--- config.mk ---
export PLATFORM = sky130hd
export DESIGN_NAME = dsm_mod_cifb
export DESIGN_NICKNAME = d
export VERILOG_FILES = /design/src/rtl/dsm_pkg.sv /design/src/rtl/dsm_integrator_stage.sv /design/src/rtl/dsm_mod_cifb.sv
export SDC_FILE = /design/constraint.sdc
export NUM_CORES = 2
export LEC_CHECK = 0
export BUFFER_PORTS_ARGS = -buffer_cell sky130_fd_sc_hd__buf_2
export CAP_MARGIN = 5
export CORE_MARGIN = 8
export CORE_UTILIZATION = 60
export CTS_BUF_LIST = sky130_fd_sc_hd__clkbuf_8
export CTS_CLUSTER_DIAMETER = 30
export CTS_CLUSTER_SIZE = 16
export DETAILED_ROUTE_END_ITERATION = 8
export PLACE_DENSITY = 0.8
export SETUP_SLACK_MARGIN = 0.15
export SYNTH_ARGS = -nofsm -noshare
export SYNTH_HDL_FRONTEND = slang
export SYNTH_SLANG_ARGS = --single-unit
--- constraint.sdc ---
create_clock -name clock -period 20.1 [get_ports clock]
set_input_delay 0 -clock clock [delete_from_list [all_inputs] [get_ports clock]]
set_output_delay 0 -clock clock [all_outputs]
set_load 0.02 [all_outputs]
--- src/rtl/dsm_pkg.sv ---
// dsm_pkg: shared constants and helpers for the CIFB delta-sigma modulator.
package dsm_pkg;
  localparam int DSM_COEF_DEFAULT [0:3] = '{16384, 16384, 16384, 16384};
  function automatic longint sat_w(input longint x, input int w);
    longint hi;
    hi = (longint'(1) <<< (w - 1)) - 1;
    return x > hi ? hi : x < -hi - 1 ? -hi - 1 : x;
  endfunction
  function automatic int clamp_lvl(input int r, input int m);
    return r > m ? m : r < -m ? -m : r;
  endfunction
  function automatic int qw_of(input int levels);
    return $clog2(levels) + 1;
  endfunction
endpackage

--- src/rtl/dsm_integrator_stage.sv ---
// dsm_integrator_stage: one MAC-and-saturate loop integrator, s += (coef*(x-fb))>>>F.
module dsm_integrator_stage import dsm_pkg::*; #(
  parameter int W = 16,
  parameter int F = 14
) (
  input  logic                clock,
  input  logic                reset,
  input  logic                en,
  input  logic                clr,
  input  logic signed [W-1:0] coef,
  input  logic signed [W-1:0] x,
  input  logic signed [W+1:0] fb,
  output logic signed [W-1:0] s
);
  logic signed [W-1:0] s_q, s_d;
  logic signed [W+1:0] diff, sum;
  logic signed [2*W+1:0] prod;
  always_comb begin
    diff = (W+2)'(x) - fb;
    prod = (2*W+2)'(coef) * (2*W+2)'(diff);
    sum = (W+2)'(s_q) + (W+2)'(prod >>> F);
    s_d = clr ? '0 : en ? W'(sat_w(longint'(sum), W)) : s_q;
  end
  always_ff @(posedge clock) s_q <= reset ? '0 : s_d;
  assign s = s_q;
endmodule

--- src/rtl/dsm_mod_cifb.sv ---
// dsm_mod_cifb: N-th order CIFB delta-sigma modulator with multi-level quantizer,
// programmable coefficients and overload detection with automatic loop reset.
module dsm_mod_cifb import dsm_pkg::*; #(
  parameter int W          = 16,
  parameter int F          = 14,
  parameter int ORDER      = 2,
  parameter int LEVELS     = 3,
  parameter int STEP_SHIFT = 13,
  parameter int OVL_LIMIT  = 16,
  parameter int QW         = 4
) (
  input  logic                 clock,
  input  logic                 reset,
  input  logic                 in_valid,
  input  logic signed [W-1:0]  vin,
  input  logic signed [W-1:0]  dith_i,
  input  logic                 dith_en,
  input  logic                 coef_we,
  input  logic [1:0]           coef_addr,
  input  logic signed [W-1:0]  coef_data,
  input  logic                 ovl_clr,
  output logic                 out_valid,
  output logic signed [QW-1:0] level,
  output logic                 clamped,
  output logic                 overload
);
  localparam int M  = (LEVELS - 1) / 2;
  localparam int RW = $clog2(OVL_LIMIT + 1);
  logic signed [W-1:0] s [ORDER];
  logic signed [W-1:0] c_q [ORDER];
  logic signed [W-1:0] c_d [ORDER];
  logic signed [QW-1:0] q_q, q_d;
  logic [RW-1:0] run_q, run_d;
  logic out_valid_q, out_valid_d, clamped_q, clamped_d, overload_q, overload_d;
  logic signed [W+1:0] fb, y, r;
  logic signed [W-1:0] dv;
  logic clamp_now, trip;
  int v;
  for (genvar k = 0; k < ORDER; k++) begin : g_stage
    dsm_integrator_stage #(.W(W), .F(F)) u_int (
      .clock,
      .reset,
      .en(in_valid),
      .clr(trip),
      .coef(c_q[k]),
      .x(k == 0 ? vin : s[k == 0 ? 0 : k - 1]),
      .fb,
      .s(s[k])
    );
  end
  always_comb begin
    fb = $signed({{(W+2-QW){q_q[QW-1]}}, q_q}) <<< STEP_SHIFT;
    dv = dith_en ? dith_i : '0;
    y = (W+2)'(s[ORDER-1]) + (W+2)'(vin) + (W+2)'(dv);
    r = (y + (W+2)'(1 <<< (STEP_SHIFT - 1))) >>> STEP_SHIFT;
    v = clamp_lvl(int'(r), M);
    clamp_now = int'(r) != v;
    // the sample that completes the clamp run clears the whole loop on the same edge
    trip = in_valid && clamp_now && run_q == RW'(OVL_LIMIT - 1);
    q_d = trip ? '0 : in_valid ? QW'(v) : q_q;
    run_d = trip ? '0 : !in_valid ? run_q : clamp_now ? run_q + RW'(1) : '0;
    out_valid_d = in_valid;
    clamped_d = in_valid ? clamp_now : clamped_q;
    overload_d = trip || (overload_q && !ovl_clr);
    c_d = c_q;
    for (int i = 0; i < ORDER; i++) if (coef_we && int'(coef_addr) == i) c_d[i] = coef_data;
  end
  always_ff @(posedge clock)
    if (reset) begin
      q_q <= '0;
      run_q <= '0;
      out_valid_q <= 1'b0;
      clamped_q <= 1'b0;
      overload_q <= 1'b0;
      for (int i = 0; i < ORDER; i++) c_q[i] <= W'(DSM_COEF_DEFAULT[i]);
    end else begin
      q_q <= q_d;
      run_q <= run_d;
      out_valid_q <= out_valid_d;
      clamped_q <= clamped_d;
      overload_q <= overload_d;
      c_q <= c_d;
    end
  assign out_valid = out_valid_q;
  assign level = q_q;
  assign clamped = clamped_q;
  assign overload = overload_q;
endmodule

==> results.sh <==
export IMPL_cts_tree="built"
export IMPL_grt_pass1_wl_um=111000
export IMPL_clk_latency_ns=0.36
export IMPL_rr_worst_depth=36
export IMPL_met2_wirelength_um=32200
export IMPL_tns_ns=0
export IMPL_drc=0
export IMPL_syn_num_nets=3877
export IMPL_endpoint_kind="flip-flop"
export IMPL_p_per_area_nw_per_um2=124
export IMPL_grt_max_degree=45
export IMPL_holdPathEnd="c_q[30]"
export IMPL_period_share_pct=49.9
export IMPL_vdd_ir_drop_max_uv=276
export IMPL_required_ns=20.33
export IMPL_fmax_mhz=99.7
export IMPL_final_cell_mix="inv_1, fa_1, nand2_1"
export IMPL_seq_area_frac_synth_pct=5.73
export IMPL_syn_avg_cell_area_um2=8.79
export IMPL_synth_edff_count=0
export IMPL_wl_met1_um=25500
export IMPL_grt_pass1_vias=22531
export IMPL_start_kind="flip-flop"
export IMPL_syn_area_um2=26500
export IMPL_synth_cells=3018
export IMPL_io_pins=63
export IMPL_critPathBufInv=6
export IMPL_fin_crit_ns=10.03
export IMPL_slew_headroom_pct=34.9
export IMPL_clock_sinks=76
export IMPL_status="finished, final reports clean"
export IMPL_nFillCells=3621
export IMPL_finClkSkew_ns=0.0111
export IMPL_die_area_um2=51200
export IMPL_cts_buffers=9
export IMPL_core_um2=43900
export IMPL_rsz0062_at_grt="no"
export IMPL_slowest_delay_ns=0.73
export IMPL_leakagePower_uw=0.0139
export IMPL_r2r_slack_ns=10.07
export IMPL_drive_above_1_share_pct=4.90
export IMPL_h_tree_depth=3
export IMPL_antenna_left=0
export IMPL_antenna_found_initial=1
export IMPL_dp_slack_ns=10.25
export IMPL_drt_iter0_markers=1232
export IMPL_ys_ff_latch=76
export IMPL_reg2reg_to="g_stage[1].u_int.s[8]"
export IMPL_totalWireLength_um=65600
export IMPL_track_usage_pct=27.0
export IMPL_start_util_pct=60.4
export IMPL_port_buffers=62
export IMPL_ys_warn_count=0
export IMPL_yosysUniqueCellTypes=75
export IMPL_grt_ovfl_total=0
export IMPL_area_delta_synth_final_pct=3.69
export IMPL_rows=77
export IMPL_firstDrtPassIters=5
export IMPL_num_vias=20076
export IMPL_r2r_start="g_stage[0].u_int.s[13]"
export IMPL_final_setup_viol_count=0
export IMPL_cts_max_path_buffers=2
export IMPL_fp_dieW_um=226
export IMPL_worst_path_most_repeated_cell="fa_1"
export IMPL_root_buffer="clkbuf_8"
export IMPL_path_delay_family="adder cells"
export IMPL_slew_violations=0
export IMPL_met3_length_um=5150
export IMPL_vias_per_cell=5.59
export IMPL_nets=3855
export IMPL_critical_path_class="flip-flop to flip-flop"
export IMPL_path_max_fanout=16
export IMPL_holdPathStages=3
export IMPL_hpwl_um=53000
export IMPL_cp_slowest_cell="a211oi_2"
export IMPL_hold_viol=0
export IMPL_worstPathArrival_ns=10.26
export IMPL_holdCritStartpoint="reset"
export IMPL_dieHeight_um=226
export IMPL_gp_congestion=0.902
export IMPL_synth_ff_type="dfxtp_1"
export IMPL_wl_per_cell_um=18.2
export IMPL_layout_commonest_cell="inv_1"
export IMPL_tightest_slew_ns=0.975
export IMPL_clk_pin_slew_ns=0.08
export IMPL_async_flop_share_pct=0
export IMPL_setup_ws_ns=10.07
export IMPL_min_path_type="input port to flip-flop"
export IMPL_maxCapViolCount=0
export IMPL_highest_layer="met4"
[through the flow]
stage / instances / area, um2 / total power, uW / util [%] / hold WS [ns]
after floorplan: 3018 / 26500 / 2590 / - / 0.124
after global placement: 3560 / 27200 / 3150 / 61.9 / 0.260
after detailed placement: 3560 / 27200 / 3260 / 61.9 / 0.264
after CTS: 3592 / 27500 / 3390 / 62.6 / 0.0349
after global routing: 3592 / 27500 / 3770 / 62.6 / 0.0605
final: 3594 / 27500 / 3410 / 62.6 / 0.0507
[registers in the layout, indices dropped and copies added (netlist names)]
name	count
clamped	1
overload	1
level	4
c_q	32
g_stage.u_int.s	32
run_q	5
out_valid	1
[power breakdown]
group | internal (uW) | leakage [uW] | switching [uW]
registers | 190 | 0.000625 | 115
logic | 1290 | 0.0132 | 1710
clock network | 43.0 | 0.0000797 | 58.3
total | 1520 | 0.0139 | 1890
[logic make-up after synthesis]
family	Yosys count	share of synthesized area, %
flip-flops	76	5.73
buffers and inverters	828	11.8
adder cells (fa/ha/maj)	803	53.4
multiplexers	4	0.160
XOR/XNOR	124	4.31
AND/OR/NAND/NOR	896	16.9
AO/OA/AOI/OAI	287	7.63
[worst min-delay path, stage by stage]
cell and delay, ns:
buf_2 0.08, inv_1 0.16, nand3_1 0.11
[layout make-up]
class / count / area, um2 / area share, %
multi-input combinational: 2114 / 21900 / 79.5
timing repair buffer: 91 / 571 / 2.07
clock buffer: 9 / 124 / 0.450
sequential: 76 / 1520 / 5.53
inverter: 704 / 2640 / 9.60
clock inverter: 6 / 35.0 / 0.127
tap: 592 / 741 / 2.69
antenna: 2 / 5.00 / 0.0182
[cells in the mapped netlist (all sizes together) (3+ instances only)]
master | instances | area (um2)
xnor2 | 76 | 666
o211ai | 9 | 67.6
a21o | 22 | 165
a22o | 4 | 35.0
nor2 | 97 | 364
dfxtp | 76 | 1520
nand2 | 362 | 1360
nand2b | 61 | 382
o21bai | 9 | 67.6
xor2 | 45 | 409
and3 | 4 | 25.0
nor2b | 41 | 257
a211oi | 29 | 278
ha | 252 | 3150
o211a | 4 | 40.0
nand4 | 11 | 68.8
a31oi | 6 | 37.5
o21ai | 40 | 211
nand3 | 24 | 120
o2111ai | 6 | 52.6
inv | 701 | 2630
o221ai | 3 | 26.3
nor3 | 27 | 195
o31a | 3 | 26.3
buf | 13 | 82.6
o21ba | 14 | 140
or3 | 7 | 43.8
nand3b | 5 | 37.5
a21boi | 3 | 22.5
o21a | 14 | 105
o22ai | 3 | 18.8
a31o | 5 | 43.8
a211o | 3 | 26.3
a21oi | 85 | 425
fa | 551 | 11000
and2 | 248 | 1550
clkbuf | 111 | 418
clkinv | 3 | 11.3
a22oi | 5 | 37.5
[metal layers]
metal  GRT usage (%)  up-vias
met1            33.3    10121
met4            10.6        0
met2            46.6      774
met5               0        -
li1                -     8992
met3            5.32      189
[worst max path at each step]
stage                      startpoint                     end  slack [ns]  cells after the start
6_report       g_stage[0].u_int.s[13]   g_stage[1].u_int.s[8]       10.07                     36
5_1_grt        g_stage[0].u_int.s[13]   g_stage[1].u_int.s[9]        9.53                     36
4_1_cts        g_stage[0].u_int.s[13]   g_stage[1].u_int.s[8]       10.20                     36
3_5_place_dp   g_stage[0].u_int.s[13]   g_stage[1].u_int.s[8]       10.25                     36
3_3_place_gp   g_stage[0].u_int.s[13]  g_stage[1].u_int.s[14]       10.58                     36
2_1_floorplan                level[1]  g_stage[0].u_int.s[10]       11.14                     37
[what timing repair did]
item,4_1_cts,5_1_grt
gates resized for setup,0,0
hold buffers,17,0
buffers inserted,0,0
hold endpoints to repair,33,0
endpoints found under the setup margin,0,0
Note: power is estimated with default switching activity, not from simulation.
